File: src/rtl/logger_pkg.sv
// Shared types and default widths for the logger event capture stage.
package logger_pkg;

  localparam int DATA_W_DEF = 32;
  localparam int TS_W_DEF   = 32;
  localparam int DEPTH_DEF  = 16;
  localparam int DROP_W_DEF = 16;

  typedef enum logic [1:0] {
    IDLE = 2'd0,
    ARM  = 2'd1,
    RUN  = 2'd2
  } cap_state_e;

  // Record layout at the default widths; the top re-declares it at its own widths.
  typedef struct packed {
    logic                  lost;
    logic [TS_W_DEF-1:0]   ts;
    logic [DATA_W_DEF-1:0] data;
  } logger_rec_t;

endpackage

File: src/rtl/logger_sync_fifo.sv
// Single-clock FIFO of records; pointers carry an extra wrap bit so full and
// empty are distinguished without a separate counter.
module logger_sync_fifo
  import logger_pkg::*;
#(
  parameter int  DEPTH = DEPTH_DEF,
  parameter type rec_t = logger_rec_t
) (
  input  logic                     clk,
  input  logic                     rst,
  input  logic                     push,
  input  rec_t                     push_rec,
  input  logic                     pop,
  output rec_t                     head,
  output logic                     full,
  output logic                     empty,
  output logic [$clog2(DEPTH):0]   count
);

  localparam int AW = $clog2(DEPTH);
  localparam logic [AW:0] FULL_CNT = (AW+1)'(DEPTH);

  rec_t        mem [DEPTH];
  logic [AW:0] wr_ptr;
  logic [AW:0] rd_ptr;

  assign count = wr_ptr - rd_ptr;
  assign full  = (count == FULL_CNT);
  assign empty = (wr_ptr == rd_ptr);
  assign head  = mem[rd_ptr[AW-1:0]];

  // Pointer advance; the caller only pushes when there is room (or a
  // simultaneous pop) and only pops when not empty.
  always_ff @(posedge clk or posedge rst) begin
    if (rst) begin
      wr_ptr <= '0;
      rd_ptr <= '0;
    end else begin
      if (push) wr_ptr <= wr_ptr + 1'b1;
      if (pop)  rd_ptr <= rd_ptr + 1'b1;
    end
  end

  // Storage write; contents need no reset since empty gates the outputs.
  always_ff @(posedge clk) begin
    if (push) mem[wr_ptr[AW-1:0]] <= push_rec;
  end

endmodule

File: src/rtl/logger_event_capture.sv
// Watches a bus for masked value changes, timestamps each change and queues
// it for the logger. Drops on a full queue are counted and flagged on the
// next record that makes it in.
module logger_event_capture
  import logger_pkg::*;
#(
  parameter int DATA_W = DATA_W_DEF,
  parameter int TS_W   = TS_W_DEF,
  parameter int DEPTH  = DEPTH_DEF,
  parameter int DROP_W = DROP_W_DEF
) (
  input  logic                     clk,
  input  logic                     rst,
  input  logic                     en,
  input  logic [DATA_W-1:0]        sig_in,
  input  logic [DATA_W-1:0]        sig_mask,
  output logic                     out_valid,
  input  logic                     out_ready,
  output logic [TS_W-1:0]          out_ts,
  output logic [DATA_W-1:0]        out_data,
  output logic                     out_lost,
  output logic [$clog2(DEPTH):0]   fill,
  output logic                     overflow,
  output logic [DROP_W-1:0]        drop_cnt,
  input  logic                     clr_stat
);

  typedef struct packed {
    logic              lost;
    logic [TS_W-1:0]   ts;
    logic [DATA_W-1:0] data;
  } rec_t;

  cap_state_e        state;
  logic [TS_W-1:0]   ts_cnt;
  logic [DATA_W-1:0] prev_val;
  logic              pending_lost;

  rec_t push_rec;
  rec_t head;
  logic full, empty;
  logic changed, push_req, pop, accept, drop;

  // Capture decision for this cycle; a full queue still takes the record
  // when the consumer frees a slot at the same edge.
  always_comb begin
    changed  = |((sig_in ^ prev_val) & sig_mask);
    push_req = (state == ARM) || ((state == RUN) && changed);
    pop      = !empty && out_ready;
    accept   = push_req && (!full || pop);
    drop     = push_req && !accept;
    push_rec = '{lost: pending_lost, ts: ts_cnt, data: sig_in};
  end

  logger_sync_fifo #(
    .DEPTH (DEPTH),
    .rec_t (rec_t)
  ) u_fifo (
    .clk      (clk),
    .rst      (rst),
    .push     (accept),
    .push_rec (push_rec),
    .pop      (pop),
    .head     (head),
    .full     (full),
    .empty    (empty),
    .count    (fill)
  );

  // Head of queue is presented only while valid so stale storage never leaks.
  assign out_valid = !empty;
  assign out_ts    = empty ? '0 : head.ts;
  assign out_data  = empty ? '0 : head.data;
  assign out_lost  = empty ? 1'b0 : head.lost;

  // Free-running timestamp, wraps silently.
  always_ff @(posedge clk or posedge rst) begin
    if (rst) ts_cnt <= '0;
    else     ts_cnt <= ts_cnt + 1'b1;
  end

  // Capture FSM: ARM takes a baseline and primes prev_val, RUN tracks changes.
  always_ff @(posedge clk or posedge rst) begin
    if (rst) begin
      state    <= IDLE;
      prev_val <= '0;
    end else begin
      case (state)
        IDLE: if (en) state <= ARM;
        ARM: begin
          prev_val <= sig_in;
          state    <= en ? RUN : IDLE;
        end
        RUN: begin
          prev_val <= sig_in;
          if (!en) state <= IDLE;
        end
        default: state <= IDLE;
      endcase
    end
  end

  // Drop bookkeeping; a drop in the same cycle as a clear wins over the clear.
  always_ff @(posedge clk or posedge rst) begin
    if (rst) begin
      pending_lost <= 1'b0;
      overflow     <= 1'b0;
      drop_cnt     <= '0;
    end else begin
      if (accept)    pending_lost <= 1'b0;
      else if (drop) pending_lost <= 1'b1;

      if (drop) begin
        overflow <= 1'b1;
        if (clr_stat)            drop_cnt <= DROP_W'(1);
        else if (drop_cnt != '1) drop_cnt <= drop_cnt + 1'b1;
      end else if (clr_stat) begin
        overflow <= 1'b0;
        drop_cnt <= '0;
      end
    end
  end

endmodule

File: config.mk
export PLATFORM = sky130hd
export DESIGN_NAME = logger_event_capture
export DESIGN_NICKNAME = d
export VERILOG_FILES = /design/src/rtl/logger_pkg.sv /design/src/rtl/logger_sync_fifo.sv /design/src/rtl/logger_event_capture.sv
export SDC_FILE = /design/constraint.sdc
export NUM_CORES = 1
export LEC_CHECK = 0
export CAP_MARGIN = 20
export CORE_MARGIN = 2
export CORE_UTILIZATION = 56
export DETAILED_ROUTE_END_ITERATION = 10
export GPL_TIMING_DRIVEN = 0
export HOLD_SLACK_MARGIN = 0.08
export PLACE_DENSITY_LB_ADDON = 0.05
export SYNTH_ARGS = -nofsm -noshare
export SYNTH_HDL_FRONTEND = slang
export SYNTH_SLANG_ARGS = --single-unit
export TNS_END_PERCENT = 30
File: constraint.sdc
create_clock -name clk -period 16.9 [get_ports clk]
set_input_delay 5.07 -clock clk [delete_from_list [all_inputs] [get_ports clk]]
set_output_delay 5.07 -clock clk [all_outputs]
set_load 0.1 [all_outputs]
==> results.sh, run 1 <==
export IMPL_setup_tns_ns=0
export IMPL_clk_latency_ns=0.67
export IMPL_crit_arrival_ns=6.56
export IMPL_tightest_slew_ns=1.04
export IMPL_synth_flop_cell="edfxtp_1"
export IMPL_status="complete, no violations"
export IMPL_synth_top_cells_by_area="edfxtp_1 71%, mux4_2 17%, dfrtp_1 5.3%"
export IMPL_die_area_um2=81100
export IMPL_num_antenna_cells=0
export IMPL_synthCells=1948
export IMPL_cap_viol_max_count=0
export IMPL_postSynthRegisterBits=1134
export IMPL_coreArea_um2=77700
export IMPL_start_util_pct=56.8
export IMPL_die_y_um=285
export IMPL_antenna_found_initial=1
export IMPL_detail_route_iter0_violations=2044
export IMPL_antenna_left=0
export IMPL_post_cts_setup_buffer_count=0
export IMPL_fin_cells=3439
export IMPL_post_route_util_pct=67.1
export IMPL_yosys_warnings=0
export IMPL_wire_per_inst_um=29.7
export IMPL_r2r_worst_path_cells=15
export IMPL_post_route_drc_count=0
export IMPL_hold_viol_final=0
export IMPL_drt_wl_total_um=102000
export IMPL_area_growth_pct=18.1
export IMPL_finalCritPeriodShare_pct=68.8
export IMPL_grt_usage_pct=25.8
export IMPL_end_kind="output port"
export IMPL_synth_top_area_share_pct=70.7
export IMPL_hold_worst_slack_ns=0.498
export IMPL_drive_above_1_share_pct=27.4
export IMPL_powerDensity_nw_per_um2=200
export IMPL_grt_overflow=0
export IMPL_grt_pass1_vias=22336
export IMPL_htreeDepth=3
export IMPL_cts_root_buf="clkbuf_16"
export IMPL_fmax_ghz=0.0860
export IMPL_cts_tree="yes"
export IMPL_synth_async_reset_ratio_pct=8.29
export IMPL_ctsHoldBuffers=0
export IMPL_period_minus_slack_ns=11.63
export IMPL_hold_depth=1
export IMPL_row_count=102
export IMPL_cts_sinks=1134
export IMPL_setup_viol=0
export IMPL_finalMaxSlewViolations=0
export IMPL_io_pins=157
export IMPL_synth_largest_area_cell="edfxtp_1"
export IMPL_cts_buffers=113
export IMPL_yosysSeqAreaShare_pct=76.1
export IMPL_worst_hold_path_type="register to register"
export IMPL_start_kind="register"
export IMPL_grt_pass1_wl_um=150000
export IMPL_clk_pin_slew_ns=0.06
export IMPL_leakage_nw=17.3
export IMPL_crit_fanout=10
export IMPL_cts_resized=0
export IMPL_fin_skew_ns=0.0207
export IMPL_irDropWorstVdd_mv=0.184
export IMPL_pre_cts_ws_ns=5.96
export IMPL_cp_required_ns=11.83
export IMPL_via_per_inst=6.18
export IMPL_dp_cells=3216
export IMPL_place_gp_congestion=0.794
export IMPL_clockBufferDepth=3
export IMPL_synth_enable_flop_cells=1040
export IMPL_vias=21249
export IMPL_synth_distinct_cells=51
export IMPL_layout_nets=2384
export IMPL_die_w_um=285
export IMPL_hpwl_um=65400
export IMPL_grt_max_degree=54
export IMPL_crit_type="register to output port"
export IMPL_syn_avg_cell_area_um2=22.7
export IMPL_syn_area_um2=44100
export IMPL_rsz0062_at_grt="no"
export IMPL_dr_pass1_iters=5
export IMPL_setup_ws_ns=5.27
export IMPL_timing_slew_headroom_pct=30.4
export IMPL_synth_nets=2032
export IMPL_io_buffers=155
-- flip-flops by register name, summed over array words and instances, names as in the netlist --
register / count
u_fifo.mem: 1040
overflow: 1
prev_val: 32
u_fifo.wr_ptr: 5
pending_lost: 1
drop_cnt: 16
ts_cnt: 32
u_fifo.rd_ptr: 5
state: 2
-- layer usage --
layer	global-route usage (%)	routed length, um	share of wire, %	vias up
met5	0	13	0.013	-
met4	7.45	2400	2.3	2
met3	4.08	6480	6.3	146
met2	43.4	52500	51	780
met1	35.6	40700	40	11426
li1	-	-	-	8895
-- where the power goes --
part / leakage [nW] / switching [mW] / total [mW] / internal [mW]
sequential: 10.9 / 0.0914 / 3.47 / 3.38
combinational: 4.62 / 2.96 / 4.50 / 1.54
clock: 1.81 / 1.03 / 2.47 / 1.44
-- critical path, stage by stage (launching register included) --
cell	delay (ns)
dfrtp_1	0.44
clkbuf_1	0.61
buf_2	0.53
buf_1	0.66
inv_1	0.20
ha_1	0.35
nand4_1	0.10
or2_1	0.23
clkbuf_1	0.47
buf_8	0.25
clkbuf_1	0.51
and2_1	0.31
clkdlybuf4s50_1	1.17
-- cell usage in the layout, fill, tap and decap left out, types with 12 or more instances in the layout --
cell type and count:
buf_6 33, buf_2 23, mux2_2 35, and2_1 67, buf_12 27, clkinv_2 26
a22oi_1 16, xnor2_1 30, nor2_1 16, mux4_2 325, buf_1 19, clkbuf_1 74
nand2_1 29, edfxtp_1 1040, clkdlybuf4s50_1 155, ha_1 14, inv_1 12, dfrtp_1 94
nand4_1 13, and3_1 12, clkbuf_16 118, clkinv_1 23, nand3_1 21, xor2_1 44
-- kinds of logic (layout without fill, tap and decap cells) --
| kind of cell | Yosys count | count (layout) | synth area share, % |
|---|---|---|---|
| xor+xnor | 74 | 74 | 1.47 |
| mux | 363 | 363 | 17.6 |
| flops | 1134 | 1134 | 76.1 |
| buf+inv | 106 | 557 | 1.00 |
| simple gates | 203 | 203 | 2.56 |
| compound gates | 53 | 53 | 0.904 |
| fa+ha+maj | 15 | 15 | 0.442 |
-- cell type report --
cell class / count / area (um^2)
repair buffers: 237 / 2880
clock buffers: 153 / 3150
inverters: 16 / 65.1
flip-flops and latches: 1134 / 33600
plain buffers: 90 / 382
fillers: 4982 / 25600
multi-input cells: 708 / 10200
clock inverters: 61 / 526
well taps: 1040 / 1300
-- stage by stage --
stage / area (um^2) / total power [mW]
2_1_floorplan: 44100 / 6.72
3_3_place_gp: 47000 / 7.95
3_5_place_dp: 48300 / 8.04
4_1_cts: 52000 / 10.5
5_1_grt: 52100 / 10.8
6_report: 52100 / 10.4
-- path summary, 6_finish.rpt --
kind	startpoint	to	slack, ns
min reg2reg	u_fifo.rd_ptr[4]	u_fifo.rd_ptr[4]	0.50
max reg2reg	u_fifo.rd_ptr[1]	u_fifo.mem[2][59]	10.80
max in group asynchronous	rst	ts_cnt[26]	11.30
max	u_fifo.rd_ptr[1]	out_data[12]	5.27
min in group asynchronous	rst	u_fifo.wr_ptr[3]	4.82
min	u_fifo.rd_ptr[4]	u_fifo.rd_ptr[4]	0.50
-- synth_stat cells, types with 2 or more instances --
cell,count
a31oi_1,2
or4_1,4
xnor2_1,30
o211ai_1,3
mux4_2,325
mux2_2,35
o21ai_0,3
edfxtp_1,1040
mux2i_1,2
a31o_2,2
nand4_1,13
dfrtp_1,94
buf_1,19
nor2_1,27
nor2b_1,4
nor3_1,7
o21ai_1,6
a21oi_1,7
a22oi_1,16
inv_1,14
buf_6,2
nand3_1,21
and4_1,8
nand2b_1,3
clkinv_1,2
and2_1,67
ha_1,14
xor2_1,44
or3_1,4
buf_2,23
a21o_1,3
and3_1,12
nand2_1,29
clkbuf_1,46
No activity file was read; power rests on OpenSTA's default activity.
==> inputs of run 2 (changes only) <==
==> constraint.sdc (replaced) <==
create_clock -name clk -period 11.5 [get_ports clk]
set_input_delay 3.45 -clock clk [delete_from_list [all_inputs] [get_ports clk]]
set_output_delay 3.45 -clock clk [all_outputs]
set_load 0.1 [all_outputs]
==> results of run 2 <==
The final DEF is identical to that of run 1. Status: complete, no violations.
Among the figures that moved: setup slack after placement 5.96 ns -> 2.18 ns; setup slack after layout 5.27 ns -> 1.49 ns; register-to-register setup slack 10.80 ns -> 5.40 ns; total power 10.4 mW -> 15.3 mW; worst IR drop on VDD 0.184 mV -> 0.271 mV
